==> src/rtl/rib_timer.sv <==
// rtl/rib_timer.sv - RIB memory-mapped 32-bit timer with level interrupt; optional prescaler under RIB_TIMER_PRESCALER_EN
module rib_timer #(
   parameter logic [31:0] CMP_RST = 32'h0
) (
   input  logic        clk,
   input  logic        rst,
   input  logic        req_i,
   input  logic        we_i,
   input  logic [31:0] addr_i,
   input  logic [31:0] data_i,
   output logic [31:0] data_o,
   output logic        int_sig_o
);

   localparam logic [1:0] OFS_CTRL    = 2'd0;
   localparam logic [1:0] OFS_COUNT   = 2'd1;
   localparam logic [1:0] OFS_COMPARE = 2'd2;
   localparam logic [1:0] OFS_PSC     = 2'd3;

   logic        ctrl_en;
   logic        ctrl_ie;
   logic        ctrl_pend;
   logic        ctrl_oneshot;
   logic [31:0] count;
   logic [31:0] compare;
   logic [31:0] psc_rd;

   logic        wr;
   logic        rd;
   logic        ctrl_wr;
   logic        count_wr;
   logic        compare_wr;
   logic        tick;
   logic        match;

   // The interconnect already selected this slave; only the word offset matters.
   logic        unused_addr;
   assign unused_addr = ^{addr_i[31:4], addr_i[1:0]};

   assign wr         = req_i & we_i;
   assign rd         = req_i & ~we_i;
   assign ctrl_wr    = wr && (addr_i[3:2] == OFS_CTRL);
   assign count_wr   = wr && (addr_i[3:2] == OFS_COUNT);
   assign compare_wr = wr && (addr_i[3:2] == OFS_COMPARE);

`ifdef RIB_TIMER_PRESCALER_EN
   logic [15:0] psc;
   logic [15:0] div;
   logic        psc_wr;

   assign psc_wr = wr && (addr_i[3:2] == OFS_PSC);
   assign tick   = (div == psc);
   assign psc_rd = {16'h0, psc};

   // Prescaler divider: counts 0..PSC while enabled, restarts on strobe, disable or PSC write.
   always_ff @(posedge clk or negedge rst) begin
      if (!rst) begin
         psc <= 16'h0;
         div <= 16'h0;
      end else begin
         if (psc_wr) begin
            psc <= data_i[15:0];
         end
         if (psc_wr || !ctrl_en || tick) begin
            div <= 16'h0;
         end else begin
            div <= div + 16'h1;
         end
      end
   end
`else
   assign tick   = 1'b1;
   assign psc_rd = 32'h0;
`endif

   // Match uses the COMPARE value held before any same-cycle write.
   assign match = ctrl_en && tick && (compare != 32'h0) && (count == compare);

   // COMPARE register: plain software RW.
   always_ff @(posedge clk or negedge rst) begin
      if (!rst) begin
         compare <= CMP_RST;
      end else if (compare_wr) begin
         compare <= data_i;
      end
   end

   // COUNT: software write wins over the tick; match reloads to zero, otherwise wraps freely.
   always_ff @(posedge clk or negedge rst) begin
      if (!rst) begin
         count <= 32'h0;
      end else if (count_wr) begin
         count <= data_i;
      end else if (ctrl_en && tick) begin
         count <= match ? 32'h0 : count + 32'h1;
      end
   end

   // CTRL EN/IE/ONESHOT: software write of EN overrides the one-shot auto-disable.
   always_ff @(posedge clk or negedge rst) begin
      if (!rst) begin
         ctrl_en      <= 1'b0;
         ctrl_ie      <= 1'b0;
         ctrl_oneshot <= 1'b0;
      end else if (ctrl_wr) begin
         ctrl_en      <= data_i[0];
         ctrl_ie      <= data_i[1];
         ctrl_oneshot <= data_i[3];
      end else if (match && ctrl_oneshot) begin
         ctrl_en      <= 1'b0;
      end
   end

   // PEND: a match sets it even when software clears it in the same cycle.
   always_ff @(posedge clk or negedge rst) begin
      if (!rst) begin
         ctrl_pend <= 1'b0;
      end else if (match) begin
         ctrl_pend <= 1'b1;
      end else if (ctrl_wr && data_i[2]) begin
         ctrl_pend <= 1'b0;
      end
   end

   // Zero-latency read mux; idle bus returns zero.
   always_comb begin
      data_o = 32'h0;
      if (rd) begin
         case (addr_i[3:2])
            OFS_CTRL:    data_o = {28'h0, ctrl_oneshot, ctrl_pend, ctrl_ie, ctrl_en};
            OFS_COUNT:   data_o = count;
            OFS_COMPARE: data_o = compare;
            OFS_PSC:     data_o = psc_rd;
            default:     data_o = 32'h0;
         endcase
      end
   end

   assign int_sig_o = ctrl_pend & ctrl_ie;

endmodule

==> config.mk <==
export PLATFORM = sky130hd
export DESIGN_NAME = rib_timer
export DESIGN_NICKNAME = d
export VERILOG_FILES = /design/src/rtl/rib_timer.sv
export SDC_FILE = /design/constraint.sdc
export NUM_CORES = 1
export LEC_CHECK = 0
export CAP_MARGIN = 30
export CORE_ASPECT_RATIO = 1.75
export CORE_MARGIN = 5
export CORE_UTILIZATION = 51
export CTS_CLUSTER_SIZE = 12
export DETAILED_ROUTE_END_ITERATION = 6
export GPL_TIMING_DRIVEN = 0
export PLACE_DENSITY = 0.88
export SYNTH_ARGS = -nofsm -noshare
export SYNTH_HDL_FRONTEND = slang
export SYNTH_SLANG_ARGS = --single-unit
==> constraint.sdc <==
create_clock -name clk -period 2.4 [get_ports clk]
set_input_delay 0.36 -clock clk [delete_from_list [all_inputs] [get_ports clk]]
set_output_delay 0.36 -clock clk [all_outputs]
set_load 0.01 [all_outputs]
==> reports/results.ini, run 1 <==
[placed_design]
place_inst = 696
globalplace.congestion = 0.985
place_hpwl_mm = 11.7
dpl_worst_slack_ps = -697
numPortBuffers = 68

[power]
p_sw_mw = 1.65
p_comb_frac = 0.324
clockPowerShare = 0.282
seq_power_share = 0.393
pwr_density_cell_mw_per_mm2 = 757
netSwitchingFraction = 0.358
p_leak_nw = 2.38
internal_power_mw = 2.96
max-vdd-ir-drop_v = 0.000505

[worst_setup_path]
crit_path_max_fanout = 10
cp-end-kind = flop
cp_data_required_time_ps = 2640
crit_type = reg2reg
crit_arrival_ps = 2710
critPathLaunchType = flop

[layout]
area_growth_pct = 34.0
n_fill_cell = 695
layout_commonest_cell = nor2_1
antenna_cells = 0
post-route-util = 0.701
nets = 672
layout_common_cells = 79 x nor2_1, 66 x clkdlybuf4s50_1, 58 x dfrtp_1
drive_gt1_frac = 0.227
fin_cells = 724

[timing]
maxSlewViolCount = 0
max_freq_mhz = 406
rsz0062_at_grt = yes
fin_ws_ps = -64.2
worst_pin_slew_ps = 877
skew_ps = 4.70
min_period_ps = 2460
whs_ps = 153
setup_viol = 18
final-hold-violation-count = 0
fin_crit_sh = 1.03
relSlewSlack = 0.416

[global_routing]
grt.total_usage = 0.308
grt_antenna_before_repair = 0
grt_pass1_vias = 4843
overflow = 0
grt_max_degree = 69
grt_pass1_wl_mm = 25.2

[routing]
wl_met2_mm = 8.43
drc = 2
met1Wirelength_mm = 5.75
routed_via_density = 6.58
drt-total-wl_mm = 16.7
avgRoutedWirePerCell_um = 23.0
vias = 4764
top_layer = met4
firstDrtPassIters = 7
drtIter0Drc = 579
antenna_left = 0
met3RoutedLength_mm = 1.25

[floorplanning]
rows = 45
pin_count = 101
die_w_um = 81.3
fp.dieArea_sq_mm = 0.0110
fp.dieH_um = 135
start_util = 0.523
core_area_sq_mm = 0.00867

[yosys]
ys.flop_type = dfrtp_1
synth_fp_nets = 580
ys_ff_latch = 68
ys.warnings.count = 0
syn_inst = 511
ys_types = 54
avgSynthCellArea_sq_um = 8.88
syn_area_sq_mm = 0.00454
synthArstFlopShare = 1.00
synth-edff-count = 0
yosysSeqAreaShare = 0.375

[clock_network]
cts_buffers = 9
cts.sinks = 68
htree_levels = 3
hold_buffers = 0
clockBufferDepth = 2
cts_tree = yes
clk_latency_ps = 340
cts_root_buf = clkbuf_16
cts.clk_slew.worst_paths_ps = 50

[flow_run]
drv_cap = 0

[worst_hold_path]
hold_class = in2async

[status]
violations = DRC, setup timing
status = finished, violations left

cells in the mapped netlist (all sizes together), types with 2 or more instances:
library cell   n  area [sq um]
mux2i          5          50.1
o21ai         19          95.1
a22oi         28           210
xnor2         33           312
dfrtp         68          1700
and2           5          31.3
nand4         25           163
a32o          12           120
inv            2          7.51
o31ai          3          22.5
a31o          12           105
nor2b          5          31.3
nor2          80           300
nand3         15          80.1
a2bb2oi        3          26.3
o21bai         3          22.5
mux2          34           383
nor4          11          90.1
a21o           4          30.0
clkbuf        30           113
nor3          13          70.1
a31oi         12          75.1
a21oi         18          93.8
and3           3          18.8
nand2         30           113
or3            3          18.8
xor2           2          17.5
or4            2          15.0
buf           17          88.8
nand2b         2          12.5
worst paths after layout:
| check | cells past startpoint | slack (ps) | startpoint | endpoint |
|---|---|---|---|---|
| max | 7 | -60 | compare[12] | count[13] |
| min | 1 | 150 | rst | compare[30] |
| max reg2reg | 7 | -60 | compare[12] | count[13] |
| min reg2reg | 2 | 510 | ctrl_pend | ctrl_pend |
| max in group asynchronous | 1 | 1620 | rst | count[1] |
| min in group clk | 2 | 510 | ctrl_pend | ctrl_pend |
per-layer routing:
layer	GRT usage	vias up
met2	0.523	330
met5	0	-
li1	-	2059
met3	0.0507	98
met1	0.337	2277
met4	0.215	0
cell type report:
cell class	instances	area [sq um]	area share
multi-input cells	394	2850	0.469
flip-flops and latches	68	1710	0.282
repair buffers	84	831	0.137
clock buffers	13	250	0.0411
plain buffers	44	248	0.0407
well taps	117	146	0.0241
clock inverters	2	35.0	0.00576
inverters	2	7.51	0.00123
critical path, cell delays in order, from the launching register on:
cell and delay, ps:
dfrtp_1 450, nor4_1 440, nand4_1 270, o2111a_1 360, a31oi_1 260, buf_4 280
nand2_1 80, a31oi_1 200
per-stage QoR:
| step | TNS (ps) | total power, mW | cell area, sq um |
|---|---|---|---|
| after floorplan | 0 | 2.50 | 4540 |
| after global routing | -852 | 4.79 | 6080 |
| final | -582 | 4.61 | 6080 |
| after detailed placement | -20600 | 3.02 | 5360 |
| after global placement | -104000 | 3.00 | 5370 |
| after CTS | 0 | 4.41 | 5840 |
registers in the layout (all words and copies together) (netlist names):
| register | flops |
|---|---|
| ctrl_ie | 1 |
| compare | 32 |
| ctrl_pend | 1 |
| count | 32 |
| ctrl_oneshot | 1 |
| ctrl_en | 1 |
power by group through the flow:
stage                     Combinational, mW  Sequential, mW  Clock [mW]
after floorplan                       0.896            1.61           0
after global placement                 1.27            1.73           0
after detailed placement               1.28            1.74           0
after CTS                              1.34            1.75        1.32
after global routing                   1.59            1.83        1.37
final                                  1.49            1.81        1.30
repair_timing:
action / in CTS / in global routing
setup endpoints to repair: 60 / 59
resized for setup: 39 / 42
pin swaps: 6 / 8
setup buffers: 8 / 7
hold endpoints to repair: 0 / 0
cloned: 0 / 1
kinds of logic after synthesis:
| logic type | synth area share |
|---|---|
| XOR/XNOR | 0.0725 |
| multiplexers | 0.0954 |
| flip-flops | 0.375 |
| buffers and inverters | 0.0460 |
| adder cells (fa/ha/maj) | 0.00276 |
| AO/OA/AOI/OAI | 0.188 |
| AND/OR/NAND/NOR | 0.220 |
Power figures use the tool's default switching activity.
==> run 2, diff against run 1 <==
- CORE_UTILIZATION: 51 -> 53
- CTS_BUF_LIST: unset -> sky130_fd_sc_hd__clkbuf_4
- PLACE_DENSITY: 0.88 -> 0.9
==> run 2 against run 1 <==
Compared with the run above:
- setup slack better by 55 ps
- clock skew rose by 12 ps
- largest cell class unchanged
- clock power fell by 48%
- the run ends with setup timing left
- via count up 0.88%
- non-clock buffer count down 3
- hold slack got worse by 140 ps
- critical path type unchanged
==> reports/results.ini, run 2 (same netlist as run 1, synthesis figures left out) <==
[flow_run]
drv_cap = 0  ; unchanged

[routing]
drt-total-wl_mm = 16.9  ; was 16.7 mm
drtIter0Drc = 433  ; was 579
firstDrtPassIters = 5  ; was 7
vias = 4806  ; was 4,764
drc = 0  ; was 2
antenna_left = 0  ; unchanged
avgRoutedWirePerCell_um = 23.4  ; was 23.0 um
routed_via_density = 6.67  ; was 6.58

[clock_network]
hold_buffers = 0  ; unchanged
cts.clk_slew.worst_paths_ps = 120  ; was 50 ps
cts_tree = yes  ; unchanged
clk_latency_ps = 440  ; was 340 ps
cts.sinks = 68  ; unchanged
htree_levels = 3  ; unchanged
clockBufferDepth = 2  ; unchanged
cts_buffers = 9  ; unchanged
cts_root_buf = clkbuf_4  ; was clkbuf_16

[timing]
min_period_ps = 2410  ; was 2460 ps
whs_ps = 16.7  ; was 153 ps
rsz0062_at_grt = yes  ; unchanged
relSlewSlack = 0.401  ; was 0.416
worst_pin_slew_ps = 898  ; was 877 ps
setup_viol = 2  ; was 18
fin_tns_setup_ps = -13.2  ; was -582 ps
maxSlewViolCount = 0  ; unchanged
skew_ps = 16.5  ; was 4.70 ps
fin_ws_ps = -9.55  ; was -64.2 ps
fin_crit_sh = 1.00  ; was 1.03
max_freq_mhz = 415  ; was 406 MHz
final-hold-violation-count = 0  ; unchanged

[layout]
nets = 669  ; was 672
drive_gt1_frac = 0.243  ; was 0.227
area_growth_pct = 30.3  ; was 34.0%
fin_cells = 721  ; was 724
layout_commonest_cell = nor2_1  ; unchanged
top_regs = compare (32), count (32)  ; unchanged
n_fill_cell = 651  ; was 695
layout_common_cells = 79 x nor2_1, 67 x clkdlybuf4s50_1, 57 x dfrtp_1  ; was 79 x nor2_1, 66 x clkdlybuf4s50_1, 58 x dfrtp_1
post-route-util = 0.711  ; was 0.701
fin_area_sq_mm = 0.00591  ; was 0.00608 sq mm

[placed_design]
placed_cell_area_sq_mm = 0.00536  ; about the same
globalplace.congestion = 0.983  ; was 0.985
place_hpwl_mm = 11.9  ; was 11.7 mm
dpl_worst_slack_ps = -661  ; was -697 ps
place_inst = 694  ; was 696
numPortBuffers = 68  ; unchanged

[worst_setup_path]
r2r_setup_slack_ps = -10  ; was -60 ps
rr_worst_depth = 8  ; was 7
crit_type = reg2reg  ; unchanged
crit_arrival_ps = 2740  ; was 2710 ps
crit_path_max_fanout = 10  ; unchanged
critPathLaunchType = flop  ; unchanged
reg2reg_from = count[17]  ; was compare[12]
cp-end-kind = flop  ; unchanged
r2r-end = count[30]  ; was count[13]
cp_data_required_time_ps = 2730  ; was 2640 ps
worstSetupStartpoint = count[17]  ; was compare[12]

[global_routing]
overflow = 0  ; unchanged
grt_max_degree = 69  ; unchanged
grt_pass1_vias = 4880  ; was 4,843
grt_antenna_before_repair = 1  ; was 0
grt.total_usage = 0.324  ; was 0.308
grt_pass1_wl_mm = 26.0  ; was 25.2 mm

[floorplanning]
fp.dieArea_sq_mm = 0.0106  ; was 0.0110 sq mm
start_util = 0.546  ; was 0.523
rows = 44  ; was 45
pin_count = 101  ; unchanged
fp.dieH_um = 132  ; was 135 um
die_w_um = 80.0  ; was 81.3 um
core_area_sq_mm = 0.00831  ; was 0.00867 sq mm

[status]
status = finished, violations left  ; unchanged
violations = setup timing  ; was DRC, setup timing

[power]
max-vdd-ir-drop_v = 0.000552  ; was 0.000505 V
pwr_density_cell_mw_per_mm2 = 670  ; was 757 mW/mm^2
p_leak_nw = 2.27  ; was 2.38 nW
p_total_mw = 3.96  ; was 4.61 mW

[worst_hold_path]
hold_class = in2async  ; unchanged

-- run 2: changes by cell type in the layout (fill, tap and decap cells not counted), sizes merged --
cell,previous run,this run
buf,33,31
dlymetal6s2s,1,0
bufinv,1,0
diode,0,1
clkinv,1,4
clkbuf,41,37
clkinvlp,0,2
clkdlybuf4s50,66,67
-- run 2: power breakdown --
group	switching (mW)	internal, mW
clock network	0.453	0.222
registers	0.423	1.38
logic	0.752	0.733
total	1.63	2.34
-- run 2: critical path: stages, from the launching register on --
cell,delay [ps]
dfrtp_1,380
buf_4,180
xnor2_2,180
nand4_1,120
or4_4,570
and4bb_4,420
buf_6,180
a2bb2oi_1,180
a21oi_1,80
-- run 2: what timing repair did --
| action | in CTS | in global routing |
|---|---|---|
| setup endpoints to repair | 61 | 61 |
| gates cloned | 0 | 1 |
| endpoints found under the hold margin | 0 | 0 |
| pin swaps | 6 | 25 |
| buffers inserted | 10 | 3 |
| gates resized for setup | 42 | 53 |
-- run 2: worst max-delay path by stage --
stage,end,cells past startpoint
floorplan,count[18],8
global placement,compare[12],1
detailed placement,data_o[19],7
CTS,count[25],7
global route,count[30],7
finish,count[30],8
-- run 2: final cells by class --
type | instances | area [sq um] | area share
diodes | 1 | 2.50 | 0.000423
plain buffers | 43 | 253 | 0.0427
clock buffers | 10 | 75.1 | 0.0127
clock inverters | 6 | 41.3 | 0.00698
inverters | 2 | 7.51 | 0.00127
multi-input cells | 394 | 2870 | 0.486
flip-flops and latches | 68 | 1720 | 0.290
well taps | 115 | 144 | 0.0243
repair buffers | 82 | 805 | 0.136
-- run 2: routing by layer --
metal  wire length (um)  global-route usage
met1               5850               0.369
met2               8670               0.547
met3               1100              0.0381
met4               1260               0.227
met5                  0                   0
